[src/rtl/iob_ibex_axi_arb_pkg.sv]
// Shared types and constants for the Ibex instruction/data to AXI4 arbiter.
package iob_ibex_axi_arb_pkg;

  typedef logic [2:0] state_t;

  localparam state_t ST_IDLE    = 3'd0;
  localparam state_t ST_RD_ADDR = 3'd1;
  localparam state_t ST_RD_RESP = 3'd2;
  localparam state_t ST_WR_ADDR = 3'd3;
  localparam state_t ST_WR_RESP = 3'd4;

  typedef enum logic {
    OWN_INSTR = 1'b0,
    OWN_DATA  = 1'b1
  } owner_t;

  localparam int unsigned ID_INSTR = 0;
  localparam int unsigned ID_DATA  = 1;

endpackage

[src/rtl/iob_ibex_rr_arb2.sv]
// Two-requester round-robin arbiter; the last accepted winner loses the next tie.
module iob_ibex_rr_arb2
  import iob_ibex_axi_arb_pkg::*;
(
  input  logic   clk_i,
  input  logic   cke_i,
  input  logic   arst_i,
  input  logic   instr_req_i,
  input  logic   data_req_i,
  input  logic   accept_i,
  output logic   valid_o,
  output owner_t winner_o
);

  owner_t prio_q;

  always_comb begin
    valid_o = instr_req_i | data_req_i;
    if (instr_req_i && data_req_i) begin
      winner_o = (prio_q == OWN_DATA) ? OWN_INSTR : OWN_DATA;
    end else if (data_req_i) begin
      winner_o = OWN_DATA;
    end else begin
      winner_o = OWN_INSTR;
    end
  end

  always_ff @(posedge clk_i or posedge arst_i) begin
    if (arst_i) begin
      prio_q <= OWN_DATA;
    end else if (cke_i && accept_i) begin
      prio_q <= winner_o;
    end
  end

endmodule

[src/rtl/iob_ibex_axi_arb.sv]
// Shares one AXI4 master between the Ibex fetch and LSU ports, one transaction in flight.
module iob_ibex_axi_arb
  import iob_ibex_axi_arb_pkg::*;
#(
  parameter int unsigned AXI_ID_W = 1,
  parameter int unsigned ADDR_W   = 32,
  parameter int unsigned DATA_W   = 32
) (
  input  logic                  clk_i,
  input  logic                  cke_i,
  input  logic                  arst_i,
  input  logic                  instr_req_i,
  input  logic [ADDR_W-1:0]     instr_addr_i,
  output logic                  instr_gnt_o,
  output logic                  instr_rvalid_o,
  output logic [DATA_W-1:0]     instr_rdata_o,
  output logic                  instr_err_o,
  input  logic                  data_req_i,
  input  logic                  data_we_i,
  input  logic [DATA_W/8-1:0]   data_be_i,
  input  logic [ADDR_W-1:0]     data_addr_i,
  input  logic [DATA_W-1:0]     data_wdata_i,
  output logic                  data_gnt_o,
  output logic                  data_rvalid_o,
  output logic [DATA_W-1:0]     data_rdata_o,
  output logic                  data_err_o,
  output logic                  awvalid_o,
  input  logic                  awready_i,
  output logic [ADDR_W-1:0]     awaddr_o,
  output logic [AXI_ID_W-1:0]   awid_o,
  output logic                  wvalid_o,
  input  logic                  wready_i,
  output logic [DATA_W-1:0]     wdata_o,
  output logic [DATA_W/8-1:0]   wstrb_o,
  output logic                  wlast_o,
  input  logic                  bvalid_i,
  output logic                  bready_o,
  input  logic [1:0]            bresp_i,
  input  logic [AXI_ID_W-1:0]   bid_i,
  output logic                  arvalid_o,
  input  logic                  arready_i,
  output logic [ADDR_W-1:0]     araddr_o,
  output logic [AXI_ID_W-1:0]   arid_o,
  input  logic                  rvalid_i,
  output logic                  rready_o,
  input  logic [DATA_W-1:0]     rdata_i,
  input  logic [1:0]            rresp_i,
  input  logic [AXI_ID_W-1:0]   rid_i,
  input  logic                  rlast_i,
  output logic                  idle_o
);

  localparam int unsigned STRB_W = DATA_W / 8;

  state_t              state_q, state_d;
  owner_t              owner_q, winner;
  logic                arb_valid, accept;
  logic [ADDR_W-1:0]   addr_q;
  logic [DATA_W-1:0]   wdata_q;
  logic [STRB_W-1:0]   be_q;
  logic                aw_done_q, w_done_q;
  logic                aw_hs, w_hs, wr_addr_done, gnt;
  logic                rd_resp, wr_resp, resp, err;
  logic [DATA_W-1:0]   rdata;

  // Routing is by owner_q alone, so response IDs and rlast carry no information.
  logic unused_ok;
  assign unused_ok = ^{rid_i, bid_i, rlast_i};

  iob_ibex_rr_arb2 u_rr_arb (
    .clk_i       (clk_i),
    .cke_i       (cke_i),
    .arst_i      (arst_i),
    .instr_req_i (instr_req_i),
    .data_req_i  (data_req_i),
    .accept_i    (accept),
    .valid_o     (arb_valid),
    .winner_o    (winner)
  );

  assign accept = cke_i & (state_q == ST_IDLE) & arb_valid;

  always_comb begin
    arvalid_o    = cke_i & (state_q == ST_RD_ADDR);
    awvalid_o    = cke_i & (state_q == ST_WR_ADDR) & ~aw_done_q;
    wvalid_o     = cke_i & (state_q == ST_WR_ADDR) & ~w_done_q;
    rready_o     = cke_i & (state_q == ST_RD_RESP);
    bready_o     = cke_i & (state_q == ST_WR_RESP);
    aw_hs        = awvalid_o & awready_i;
    w_hs         = wvalid_o & wready_i;
    wr_addr_done = (aw_done_q | aw_hs) & (w_done_q | w_hs);
    gnt          = (arvalid_o & arready_i) |
                   (cke_i & (state_q == ST_WR_ADDR) & wr_addr_done);
    rd_resp      = rready_o & rvalid_i;
    wr_resp      = bready_o & bvalid_i;
    resp         = rd_resp | wr_resp;
    err          = (rd_resp & (|rresp_i)) | (wr_resp & (|bresp_i));
    rdata        = rd_resp ? rdata_i : '0;
  end

  assign wlast_o  = wvalid_o;
  assign awaddr_o = addr_q;
  assign araddr_o = addr_q;
  assign wdata_o  = wdata_q;
  assign wstrb_o  = be_q;
  assign awid_o   = AXI_ID_W'(ID_DATA);
  assign arid_o   = (owner_q == OWN_DATA) ? AXI_ID_W'(ID_DATA) : AXI_ID_W'(ID_INSTR);
  assign idle_o   = (state_q == ST_IDLE);

  assign instr_gnt_o    = gnt & (owner_q == OWN_INSTR);
  assign instr_rvalid_o = resp & (owner_q == OWN_INSTR);
  assign instr_err_o    = err & (owner_q == OWN_INSTR);
  assign instr_rdata_o  = (owner_q == OWN_INSTR) ? rdata : '0;
  assign data_gnt_o     = gnt & (owner_q == OWN_DATA);
  assign data_rvalid_o  = resp & (owner_q == OWN_DATA);
  assign data_err_o     = err & (owner_q == OWN_DATA);
  assign data_rdata_o   = (owner_q == OWN_DATA) ? rdata : '0;

  always_comb begin
    state_d = state_q;
    case (state_q)
      ST_IDLE: begin
        if (accept) begin
          state_d = (winner == OWN_DATA && data_we_i) ? ST_WR_ADDR : ST_RD_ADDR;
        end
      end
      ST_RD_ADDR: if (gnt) state_d = ST_RD_RESP;
      ST_WR_ADDR: if (gnt) state_d = ST_WR_RESP;
      ST_RD_RESP: if (rd_resp) state_d = ST_IDLE;
      ST_WR_RESP: if (wr_resp) state_d = ST_IDLE;
      default:    state_d = ST_IDLE;
    endcase
  end

  always_ff @(posedge clk_i or posedge arst_i) begin
    if (arst_i) begin
      state_q   <= ST_IDLE;
      owner_q   <= OWN_INSTR;
      addr_q    <= '0;
      wdata_q   <= '0;
      be_q      <= '0;
      aw_done_q <= 1'b0;
      w_done_q  <= 1'b0;
    end else if (cke_i) begin
      state_q <= state_d;
      if (accept) begin
        owner_q <= winner;
        if (winner == OWN_DATA) begin
          addr_q  <= data_addr_i;
          wdata_q <= data_wdata_i;
          be_q    <= data_be_i;
        end else begin
          addr_q  <= instr_addr_i;
          wdata_q <= '0;
          be_q    <= '0;
        end
      end
      // AW and W may complete in different cycles; remember each until both are done.
      if (gnt) begin
        aw_done_q <= 1'b0;
        w_done_q  <= 1'b0;
      end else begin
        if (aw_hs) aw_done_q <= 1'b1;
        if (w_hs)  w_done_q  <= 1'b1;
      end
    end
  end

endmodule
[config.mk]
export PLATFORM = sky130hd
export DESIGN_NAME = iob_ibex_axi_arb
export DESIGN_NICKNAME = d
export VERILOG_FILES = /design/src/rtl/iob_ibex_axi_arb_pkg.sv /design/src/rtl/iob_ibex_rr_arb2.sv /design/src/rtl/iob_ibex_axi_arb.sv
export SDC_FILE = /design/constraint.sdc
export NUM_CORES = 1
export LEC_CHECK = 0
export ABC_CLOCK_PERIOD_IN_PS = 3600
export BUFFER_PORTS_ARGS = -buffer_cell sky130_fd_sc_hd__buf_4
export CAP_MARGIN = 20
export CORE_AREA = 2 2 128 130
export CTS_BUF_LIST = sky130_fd_sc_hd__clkbuf_4 sky130_fd_sc_hd__clkbuf_8
export CTS_CLUSTER_SIZE = 30
export DETAILED_ROUTE_END_ITERATION = 8
export DIE_AREA = 0 0 130 132
export PLACE_DENSITY = 0.62
export SLEW_MARGIN = 20
export SYNTH_ARGS = -nofsm -noshare
export SYNTH_HDL_FRONTEND = slang
export SYNTH_SLANG_ARGS = --single-unit
export TNS_END_PERCENT = 20
[constraint.sdc]
create_clock -name clk_i -period 3.6 [get_ports clk_i]
set_input_delay 0.36 -clock clk_i [delete_from_list [all_inputs] [get_ports clk_i]]
set_output_delay 0.36 -clock clk_i [all_outputs]
set_load 0.02 [all_outputs]
Yosys cells after proc, flatten, opt, wreduce, memory -nomap -nowiden --
Index checks and enable logic that the tools add are counted.
Storage, ports and cells: flip-flop bits (word level) 75, input port bits 150, logic and storage cells 82
Cells by class: reduce and logical (&&, ||, !) cells 12, bitwise logic cells 32, mux-type cells 21, equal/unequal tests 9
Operator list (number):
- 2-to-1 mux 32 bit | 5
- bitwise AND 1 bit | 23
- 2-to-1 mux 3 bit | 5
- one-hot mux 3 bit (5 select lines) | 1
- 2-to-1 mux 1 bit | 8
- inequality test 2 bit (second input constant) | 4
- == test 3 x 2 -> 1 bit (second input constant) | 2
- bitwise OR 1 bit | 6
- AND reduction 2 bit | 3
- AND reduction 6 bit | 1
- 2-to-1 mux 4 bit | 1
- nonzero test 2 bit | 2
- OR reduction 2 bit | 2
- == test 3 x 1 -> 1 bit (second input constant) | 1
- == test 3 bit (second input constant) | 1
- logical AND 1 bit | 3
- zero test 3 bit | 1
- inverter 1 bit | 3
- 2-to-1 mux 2 bit | 1
- inequality test 2 x 1 -> 1 bit (second input constant) | 1

Depth between registers and ports, before layout --
Gate-level depths: netlist of the first run.
depth after elaboration 10, mapped depth 7

Hierarchy --
Synthesis of the first run repeated with hierarchy kept, for this count alone.
Second synthesis, totals: cells, all modules 426, area total of the unflattened synthesis 4514.3 um2
By module, submodules not included:
- iob_ibex_axi_arb | cells each 420, times used 1, seq. area each 1851.8 um2, area an instance 4444.3 um2
- iob_ibex_rr_arb2 | cells each 6, times used 1, seq. area each 26.3 um2, area an instance 70.1 um2

Worst setup path before layout of the first run --
No wires, ideal clock.
path kind register to output, start register state_q[1], end output port data_err_o, slack 1736 ps, stages on the path, launching flop included 6, data required time 3240 ps, path buffers 1, arrival time 1504 ps, path through dfrtp_1 > buf_4 > and4bb_2 > nand2_1 > o22a_1 > nor2_1
On the way: word-level cells in the longest chain between the ends 6, elaborated cells between the ends (all ways) 10, classes of those cells 2 x eq/ne; 8 x bitwise
RTL lines:
- from (decl) | RTL line iob_ibex_axi_arb.sv:55 | state_t state_q, state_d;
- from (signal assigned) | RTL line iob_ibex_axi_arb.sv:145 | state_q <= state_d;
- == test 3 bit | RTL line iob_ibex_axi_arb.sv:88 | bready_o = cke_i & (state_q == ST_WR_RESP);
- bitwise AND 1 bit | RTL line iob_ibex_axi_arb.sv:88
- via bready_o | RTL line iob_ibex_axi_arb.sv:37 | output logic bready_o,
- bitwise AND 1 bit | RTL line iob_ibex_axi_arb.sv:95 | wr_resp = bready_o & bvalid_i;
- bitwise AND 1 bit | RTL line iob_ibex_axi_arb.sv:97 | err = (rd_resp & (|rresp_i)) | (wr_resp & (|bresp_i));
- bitwise OR 1 bit | RTL line iob_ibex_axi_arb.sv:97
- bitwise AND 1 bit | RTL line iob_ibex_axi_arb.sv:116 | assign data_err_o = err & (owner_q == OWN_DATA);
- to (decl) | RTL line iob_ibex_axi_arb.sv:26 | output logic data_err_o,
The timed path passes the listed nets, and every way through them passes these cells.

Worst setup path in the final report of the first run --
start register state_q[2], end output port data_rdata_o[15]
On the way: word-level cells in the longest chain between the ends 5
RTL lines:
- == test 3 x 2 -> 1 bit | RTL line iob_ibex_axi_arb.sv:87 | rready_o = cke_i & (state_q == ST_RD_RESP);
- bitwise AND 1 bit | RTL line iob_ibex_axi_arb.sv:87
- bitwise AND 1 bit | RTL line iob_ibex_axi_arb.sv:94 | rd_resp = rready_o & rvalid_i;
- 2-to-1 mux 32 bit | RTL line iob_ibex_axi_arb.sv:98 | rdata = rd_resp ? rdata_i : '0;
- 2-to-1 mux 32 bit | RTL line iob_ibex_axi_arb.sv:117 | assign data_rdata_o = (owner_q == OWN_DATA) ? rdata : '0;
- to (decl) | RTL line iob_ibex_axi_arb.sv:25 | output logic [DATA_W-1:0] data_rdata_o,
Every way passes these cells.

==> results of run 1 <==
==> cell families (layout without fill, tap and decap cells) <==
logic type             count (synthesis)  count (layout)
AO/OA/AOI/OAI                         47              47
buffers and inverters                 69             346
flip-flops                            75              75
multiplexers                          33              33
other                                  1               1
AND/OR/NAND/NOR                      238             238
==> layout make-up <==
class / instances / area [um^2]
tap: 216 / 270.3
clock buffer: 12 / 158.9
inverter: 3 / 12.51
sequential: 75 / 1878
fill: 1627 / 9070
timing repair buffer: 331 / 2500
multi-input combinational: 319 / 1823
==> final timing paths <==
kind                                                to  slack (ps)  cells past startpoint
max                                   data_rdata_o[15]        1010                      5
min                             wdata_o[1]$_DFFE_PP0P_         210                      3
max reg2reg                   araddr_o[16]$_DFFE_PP0P_        1490                      5
min reg2reg                    wdata_o[13]$_DFFE_PP0P_         470                      2
max in group asynchronous  u_rr_arb.prio_q$_DFFE_PP1P_        2330                      4
min in group asynchronous       wstrb_o[0]$_DFFE_PP0P_         500                      3
==> tightest hold or removal path, stage by stage <==
cell and delay, ps:
buf_4 70, nand3_1 50, nand2_1 60
==> power by group <==
part           internal (mW)  total [mW]  switching, mW
combinational           1.12        2.66           1.53
sequential              1.25        1.58          0.334
clock                  0.281       0.576          0.295
total                   2.65        4.81           2.16
==> registers in the layout (all words and copies together), names as in the netlist <==
signal           count
araddr_o            32
wdata_o             32
wstrb_o              4
state_q              3
aw_done_q            1
owner_q              1
u_rr_arb.prio_q      1
w_done_q             1
==> cells in the mapped netlist (all sizes together), types with 2 or more instances <==
library cell | number | area share, %
a211o | 2 | 0.42
a21oi | 5 | 0.61
and2 | 64 | 9.7
buf | 55 | 9.3
clkbuf | 11 | 1.2
dfrtp | 74 | 45
inv | 3 | 0.27
mux2i | 33 | 8.0
nand2 | 108 | 9.8
nand2b | 2 | 0.30
nand3 | 36 | 4.4
nor2 | 13 | 1.7
nor3 | 2 | 0.36
nor4 | 3 | 0.61
o21ai | 33 | 4.0
o22a | 2 | 0.42
==> timing repair <==
item	in CTS	in global routing
hold buffers	1	0
gates resized for setup	0	0
hold endpoints to repair	17	0
setup buffers	0	0
==> per-layer routing <==
| metal | up-vias | GRT usage (%) |
|---|---|---|
| li1 | 2029 | - |
| met1 | 1853 | 18.37 |
| met2 | 172 | 28.85 |
| met3 | 19 | 3.450 |
| met4 | 0 | 6.750 |
| met5 | - | 0 |
==> impl_metrics.env, run 1 <==
export IMPL_status="finished, final reports clean"
export IMPL_fp_dieW_um=130
export IMPL_track_usage_pct=16.14
export IMPL_cp_top_family="simple AND/OR/NAND/NOR gates"
export IMPL_cellPowerDensity_nw_per_um2=724.8
export IMPL_required_ps=3240
export IMPL_instances_no_fill=956
export IMPL_ioPinCount=329
export IMPL_synth_edf_count=0
export IMPL_grt_pass1_wl_um=21560
export IMPL_cp_arrival_ps=2230
export IMPL_hold_class="in2reg"
export IMPL_start_kind="register"
export IMPL_final_util_pct=42.28
export IMPL_postLayoutSetupSlackWorst_ps=1011
export IMPL_async_reset_ff_share_pct=100.0
export IMPL_dp_hpwl_um=11280
export IMPL_synth_top_family_by_area="simple AND/OR/NAND/NOR gates"
export IMPL_syn_nets=613
export IMPL_dr_max_layer_used="met4"
export IMPL_drc_errors=0
export IMPL_synthCells=463
export IMPL_crit_path_max_fanout=32
export IMPL_wl_met1_um=5427
export IMPL_dp_cells=943
export IMPL_path_class="reg2out"
export IMPL_peakVddDrop_mv=0.3904
export IMPL_rsz0062_at_grt="no"
export IMPL_insertion_delay_ps=360
export IMPL_drtAntennaViolNets=0
export IMPL_wl_per_cell_um=15.08
export IMPL_cp_end_kind="output pin"
export IMPL_synth_fa_ha_area_share_pct=0
export IMPL_drt_first_pass_iters=4
export IMPL_finClkSkew_ps=7.422
export IMPL_fmax_mhz=386.3
export IMPL_fin_nets=889
export IMPL_gp_congestion=0.7986
export IMPL_synth_xor_area_share_pct=0
export IMPL_syn_area_um2=4126
export IMPL_clock_sinks=75
export IMPL_wirelength_um=14420
export IMPL_hold_viol=0
export IMPL_drt_iter0_drc=124
export IMPL_die_area_um2=17160
export IMPL_finalSetupTns_ps=0
export IMPL_htree_num_levels=3
export IMPL_slew_viol_final=0
export IMPL_root_buffer="clkbuf_8"
export IMPL_syn2layout_area_growth_pct=60.98
export IMPL_startpoint="state_q[2]$_DFFE_PP0P_"
export IMPL_clk_pin_slew_worst_paths_ps=70
export IMPL_grt_overflow_total=0
export IMPL_ys_seq_area_share_pct=45.51
export IMPL_p_leak_nw=3.662
export IMPL_power_mw=4.814
export IMPL_initial_utilization_pct=26.26
export IMPL_syn_avg_cell_area_um2=8.912
export IMPL_setup_viol=0
export IMPL_grt_max_degree=86
export IMPL_maxCapViolCount=0
export IMPL_grt_antenna_before_repair=0
export IMPL_mostFrequentLayoutCells="buf_4 (329), nand2_1 (108), dfrtp_1 (74)"
export IMPL_design_area_um2=6643
export IMPL_coreArea_um2=15710
export IMPL_critical_path_cell_chain="nor2_4 > nand4_2 > nor2_4 > and2_1 > buf_4"
export IMPL_via_per_inst=4.260
export IMPL_muxShareOfSynthArea_pct=8.005
export IMPL_yosys_warnings=0
export IMPL_wl_met3_um=1094
export IMPL_grt_pass1_vias=3939
export IMPL_yosys_area_share_simple_pct=28.99
export IMPL_min_from="data_wdata_i[1]"
export IMPL_dp_slack_ps=1375
export IMPL_port_buffers=324
export IMPL_final_common_cell="buf_4"
export IMPL_synth_compound_area_share_pct=6.610
export IMPL_cts_buffer_depth=2
export IMPL_num_vias=4073
export IMPL_cp_buffers_inverters=1
export IMPL_core_rowCount=46
export IMPL_crit_slowest_cell="dfrtp_1"
export IMPL_drive_above_1_share_pct=47.70
export IMPL_antenna_cells=0
export IMPL_period_share_pct=71.91
export IMPL_whs_ps=213.6
export IMPL_numCtsBuffers=9
export IMPL_slowest_delay_ps=520
export IMPL_relSlewSlack_pct=55.98
export IMPL_wl_met2_um=7569
export IMPL_placed_cell_area_um2=6474
export IMPL_ys_types=39
export IMPL_die_y_um=132
export IMPL_worst_pin_slew_ps=658.4
export IMPL_ys_seq_elements=75
export IMPL_ys_flop_type="dfrtp_1"
export IMPL_r2r_start="state_q[1]$_DFFE_PP0P_"
export IMPL_path_common_cell="nor2_4"
export IMPL_tritoncts="done"
export IMPL_period_minus_slack_ps=2589
No activity file was read; power rests on OpenSTA's default activity.
==> run 2: changes to the inputs <==
Settings changed: ABC_AREA set to 1, ABC_CLOCK_PERIOD_IN_PS 3600 to 2500, CORE_AREA 2 2 128 130 to 2 2 129 131, DIE_AREA 0 0 130 132 to 0 0 131 133.
Clock period 3.6 ns to 2.5 ns, I/O delays scaled along.
==> run 2 against run 1 <==
Against the previous run:
- synthesized area increased by 1.8%
- global-route usage increased by 1.0 points
- via count increased by 14%
- setup slack got worse by 620 ps
- clock power increased by 50%
- largest cell class unchanged
- cell count increased by 9.7%
- final area increased by 2.4%
==> impl_metrics.env, run 2 <==
export IMPL_cp_top_family="flip-flops"
export IMPL_yosys_warnings=0
export IMPL_fmax_mhz=474.4
export IMPL_core_rowCount=47
export IMPL_async_reset_ff_share_pct=100.0
export IMPL_maxCapViolCount=0
export IMPL_dp_hpwl_um=12050
export IMPL_synth_top_area_share_pct=44.09
export IMPL_root_buffer="clkbuf_8"
export IMPL_period_minus_slack_ps=2108
export IMPL_crit_path_max_fanout=68
export IMPL_yosys_cell_count_top_type="inv_1"
export IMPL_drive_above_1_share_pct=45.71
export IMPL_clk_pin_slew_worst_paths_ps=80
export IMPL_holdPathEnd="wdata_o[6]$_DFFE_PP0P_"
export IMPL_wl_met3_um=1603
export IMPL_synthCells=547
export IMPL_dr_max_layer_used="met4"
export IMPL_hold_viol=0
export IMPL_synth_edf_count=0
export IMPL_die_area_um2=17420
export IMPL_track_usage_pct=17.19
export IMPL_drt_iter0_drc=138
export IMPL_ys_types=25
export IMPL_hold_depth=3
export IMPL_syn2layout_area_growth_pct=61.96
export IMPL_insertion_delay_ps=360
export IMPL_ys_seq_area_share_pct=44.71
export IMPL_grt_overflow_total=0
export IMPL_wl_met1_um=6096
export IMPL_via_per_inst=4.429
export IMPL_status="finished, final reports clean"
export IMPL_rsz0062_at_grt="no"
export IMPL_setup_viol=0
export IMPL_cp_buffers_inverters=2
export IMPL_p_leak_nw=3.653
export IMPL_numCtsBuffers=9
export IMPL_initial_utilization_pct=25.97
export IMPL_required_ps=2250
export IMPL_grt_max_degree=69
export IMPL_synth_commonest_cells="inv_1 (75), dfrtp_1 (74), a21oi_1 (70)"
export IMPL_syn_avg_cell_area_um2=7.679
export IMPL_path_class="reg2out"
export IMPL_cp_arrival_ps=1860
export IMPL_finClkSkew_ps=11.01
export IMPL_slowest_delay_ps=470
export IMPL_die_y_um=133
export IMPL_syn_nets=697
export IMPL_critical_path_cell_chain="nor2_4 > nand4_1 > buf_12 > o22a_1 > nor2_1 > buf_4"
export IMPL_min_from="data_wdata_i[6]"
export IMPL_finalSetupTns_ps=0
export IMPL_fp_dieW_um=131
export IMPL_reg2reg_setup_slack_ps=550
export IMPL_reg2reg_to="wstrb_o[3]$_DFFE_PP0P_"
export IMPL_drt_first_pass_iters=6
export IMPL_hold_class="in2reg"
export IMPL_ioPinCount=329
export IMPL_grt_pass1_vias=4328
export IMPL_clock_sinks=75
export IMPL_slew_viol_final=0
export IMPL_wl_met2_um=8026
export IMPL_crit_slowest_cell="dfrtp_1"
export IMPL_gp_congestion=0.8193
export IMPL_yosysTopAreaCell="dfrtp_1"
export IMPL_drc_errors=0
export IMPL_coreArea_um2=16170
export IMPL_r2r_start="state_q[2]$_DFFE_PP0P_"
export IMPL_grt_antenna_before_repair=2
export IMPL_wl_per_cell_um=15.21
export IMPL_final_util_pct=42.07
export IMPL_r2r_cells=7
export IMPL_tritoncts="done"
export IMPL_final_common_cell="buf_4"
export IMPL_peakVddDrop_mv=0.4757
export IMPL_worst_pin_slew_ps=569.5
export IMPL_period_share_pct=84.32
export IMPL_start_kind="register"
export IMPL_cts_buffer_depth=2
export IMPL_cellPowerDensity_nw_per_um2=1037
export IMPL_ys_seq_elements=75
export IMPL_syn_area_um2=4200
export IMPL_drtAntennaViolNets=0
export IMPL_htree_num_levels=3
export IMPL_num_vias=4646
export IMPL_mostFrequentLayoutCells="buf_4 (332), inv_1 (74), dfrtp_1 (74)"
export IMPL_ys_flop_type="dfrtp_1"
export IMPL_wirelength_um=15950
export IMPL_cp_end_kind="output pin"
export IMPL_synth_area_leaders="dfrtp_1 (44%), a21oi_1 (8.3%), nor3_1 (7.6%)"
export IMPL_port_buffers=324
export IMPL_fin_nets=973
export IMPL_power_mw=7.054
export IMPL_grt_pass1_wl_um=22950
export IMPL_relSlewSlack_pct=61.99
## run 2: changes by cell type after synthesis, sizes merged, moves of 10 or more
cell	change
inv	+73
a21oi	+65
and2	-64
nor3	+62
nand2	-56
nor2	+38
mux2i	-33
clkbuf	+10
## run 2: final cells by class
class	count	area (um^2)
sequential	75	1878
timing repair buffer	337	2582
clock buffer	11	145.1
tap	220	275.3
inverter	77	290.3
fill	1689	9369
clock inverter	4	27.53
multi-input combinational	323	1599
antenna	2	5.005
## run 2: cell families after synthesis
logic type      share of synthesized area, %
simple gates                           23.12
flops                                  44.71
compound gates                         14.86
other cells                          0.08928
buf+inv                                17.22
## run 2: stage by stage
stage	instances	worst slack (ps)	area (um^2)	hold slack, ps
floorplan	547	341.7	4200	392.5
global placement	1031	613.0	6615	337.2
detailed placement	1031	529.0	6615	341.6
CTS	1047	361.8	6798	102.6
global route	1049	271.2	6803	107.1
finish	1049	391.9	6803	127.3
## run 2: timing repair
item | CTS | global route
setup buffers | 0 | 0
hold buffers | 1 | 0
gates resized for setup | 0 | 0
hold endpoints to repair | 29 | 0
## run 2: power breakdown
part,total [mW],internal [mW],switching (mW),leakage (nW)
registers,2.18,1.74,0.436,0.919
logic,4.01,1.62,2.39,2.64
clock network,0.862,0.393,0.469,0.0926
total,7.05,3.76,3.29,3.65
## run 2: per-layer routing
layer	up-vias	track usage [%]
li1	2286	-
met1	2108	20.02
met2	234	29.33
met3	18	5.459
met4	0	6.265
met5	-	0
## run 2: worst register-to-register path: cells and delay by family (launching register included)
family	cells	cell delay (ps)
buf+inv	2	610
compound gates	1	210
simple gates	4	560
flops	1	470
## run 2: worst max-delay path by stage
stage / cells after the start / endpoint / start
after global routing: 6 / data_err_o / state_q[2]$_DFFE_PP0P_
after CTS: 6 / data_err_o / state_q[2]$_DFFE_PP0P_
after floorplan: 1 / araddr_o[0]$_DFFE_PP0P_ / arst_i
after detailed placement: 7 / wstrb_o[3]$_DFFE_PP0P_ / state_q[2]$_DFFE_PP0P_
after global placement: 7 / wdata_o[26]$_DFFE_PP0P_ / state_q[2]$_DFFE_PP0P_
final: 6 / data_err_o / state_q[2]$_DFFE_PP0P_
==> run 3: changes to the inputs <==
Settings changed: ABC_AREA 1 to 0, ABC_CLOCK_PERIOD_IN_PS 2500 to 1870, CORE_AREA 2 2 129 131 to 2 2 128 130, DIE_AREA 0 0 131 133 to 0 0 130 132, PLACE_DENSITY 0.62 to 0.65.
Clock period 2.5 ns to 1.87 ns, I/O delays scaled along.
==> run 3 against run 2 <==
Against the previous run:
- the run now ends with setup timing left
- sequential share of layout area shrank 1.3 points
- total power is 40% higher
- worst hold slack lost 94 ps
- final area is 5.1% higher
==> impl_metrics.env, run 3 (same netlist as run 1, synthesis figures left out) <==
export IMPL_status="finished with violations"
export IMPL_violations="setup timing"
export IMPL_gp_congestion=0.7575
export IMPL_grt_overflow_total=0
export IMPL_track_usage_pct=16.75
export IMPL_fill_cells=1552
export IMPL_grt_pass1_wl_um=22110
export IMPL_crit_path_max_fanout=3
export IMPL_tritoncts="done"
export IMPL_multi_input_area_um2=1842
export IMPL_cp_end_kind="output pin"
export IMPL_grt_pass1_vias=4094
export IMPL_mostFrequentLayoutCells="buf_4 (270), nand2_1 (107), dfrtp_1 (72)"
export IMPL_cp_arrival_ps=1790
export IMPL_final_common_cell="buf_4"
export IMPL_required_ps=1680
export IMPL_maxCapViolCount=0
export IMPL_drtAntennaViolNets=0
export IMPL_syn2layout_area_growth_pct=73.32
export IMPL_peakVddDrop_mv=0.7332
export IMPL_die_y_um=132
export IMPL_hold_viol=0
export IMPL_dp_hpwl_um=11520
export IMPL_insertion_delay_ps=370
export IMPL_cts_buffer_depth=2
export IMPL_die_area_um2=17160
export IMPL_wl_per_cell_um=15.20
export IMPL_clk_pin_slew_worst_paths_ps=80
export IMPL_drt_first_pass_iters=4
export IMPL_seqCellArea_um2=1881
export IMPL_grt_max_degree=60
export IMPL_reg2reg_setup_slack_ps=290
export IMPL_rsz0062_at_grt="yes"
export IMPL_drive_above_1_share_pct=49.60
export IMPL_port_buffers=324
export IMPL_setup_viol=66
export IMPL_finClkSkew_ps=8.651
export IMPL_drt_iter0_drc=130
export IMPL_initial_utilization_pct=26.26
export IMPL_root_buffer="clkbuf_8"
export IMPL_clock_sinks=75
export IMPL_period_share_pct=105.8
export IMPL_design_area_um2=7152
export IMPL_fp_dieW_um=130
export IMPL_via_per_inst=4.245
export IMPL_core_rowCount=46
export IMPL_drc_errors=0
export IMPL_slew_viol_final=0
export IMPL_start_kind="register"
export IMPL_placed_cell_area_um2=6616
export IMPL_fin_nets=901
export IMPL_path_class="reg2out"
export IMPL_antenna_cells=0
export IMPL_hold_class="in2reg"
export IMPL_postLayoutSetupSlackWorst_ps=-109.3
export IMPL_htree_num_levels=3
export IMPL_wirelength_um=14780
export IMPL_grt_antenna_before_repair=0
export IMPL_ioPinCount=329
export IMPL_cellPowerDensity_nw_per_um2=1384
export IMPL_coreArea_um2=15710
export IMPL_dp_cells=950
export IMPL_num_vias=4126
export IMPL_period_minus_slack_ps=1979
export IMPL_instances_no_fill=972
export IMPL_numCtsBuffers=9
export IMPL_fmax_mhz=505.2
export IMPL_p_leak_nw=3.827
## run 3: cell count changes in the layout (fill, tap and decap cells not counted), sizes merged, moves of 4 or more
cell | previous run | this run
inv | 75 | 2
a21oi | 70 | 5
and2 | 0 | 64
nor3 | 64 | 2
nand2 | 52 | 108
nor2 | 51 | 13
mux2i | 0 | 33
buf | 336 | 342
o21ai | 38 | 33
clkinv | 6 | 2
## run 3: path summary, 6_finish.rpt
path | from | end | cells after the start
setup / recovery | state_q[0]$_DFFE_PP0P_ | instr_err_o | 6
hold / removal | data_wdata_i[12] | wdata_o[12]$_DFFE_PP0P_ | 3
setup reg to reg | state_q[2]$_DFFE_PP0P_ | state_q[0]$_DFFE_PP0P_ | 5
hold reg to reg | wdata_o[15]$_DFFE_PP0P_ | wdata_o[15]$_DFFE_PP0P_ | 2
max in group asynchronous | arst_i | araddr_o[3]$_DFFE_PP0P_ | 4
min in group asynchronous | arst_i | araddr_o[31]$_DFFE_PP0P_ | 4
## run 3: cell type report
cell class / count / area share, %
Inverter: 3 / 0.2099
Timing Repair Buffer: 343 / 40.80
Clock inverter: 4 / 1.032
Sequential cell: 75 / 26.29
Clock buffer: 12 / 2.134
Multi-Input combinational cell: 319 / 25.75
Tap cell: 216 / 3.779
## run 3: what timing repair did
| action | CTS | global route |
|---|---|---|
| endpoints found under the hold margin | 74 | 0 |
| hold buffers | 1 | 0 |
| endpoints found under the setup margin | 70 | 70 |
| buffers inserted | 5 | 0 |
| gates resized for setup | 41 | 30 |
| pin swaps | 3 | 4 |
## run 3: through the flow
step	power [mW]	setup slack (ps)	util (%)	hold WS (ps)	TNS, ps
CTS	10.02	-153.1	44.84	6.294	-3446
global route	10.55	-207.8	45.52	13.63	-9345
finish	9.900	-109.3	45.52	33.48	-2631
detailed placement	8.438	122.1	42.11	289.7	0
floorplan	6.195	179.2	-	319.7	0
global placement	8.366	148.7	42.11	281.5	0
## run 3: metal layers
metal / wire length, um / GRT usage [%] / vias to the layer above / share of wire (%)
li1: - / - / 2056 / -
met1: 5555 / 18.54 / 1878 / 38
met2: 7785 / 30.28 / 177 / 53
met3: 1219 / 4.830 / 15 / 8.3
met4: 214 / 5.735 / 0 / 1.4
met5: 0 / 0 / - / 0
## run 3: worst max-delay path, stage by stage, from the launching register on
cell	delay, ps
dfrtp_2	440
buf_6	120
and4bb_2	320
nand2_2	80
o22a_1	220
nor2_1	90
buf_4	150
## run 3: report_power, final
part | leakage (nW) | switching [mW] | total, mW | internal (mW)
clock network | 0.117 | 0.625 | 1.44 | 0.819
registers | 0.960 | 0.612 | 3.02 | 2.41
logic | 2.75 | 3.07 | 5.44 | 2.37
total | 3.83 | 4.30 | 9.90 | 5.59
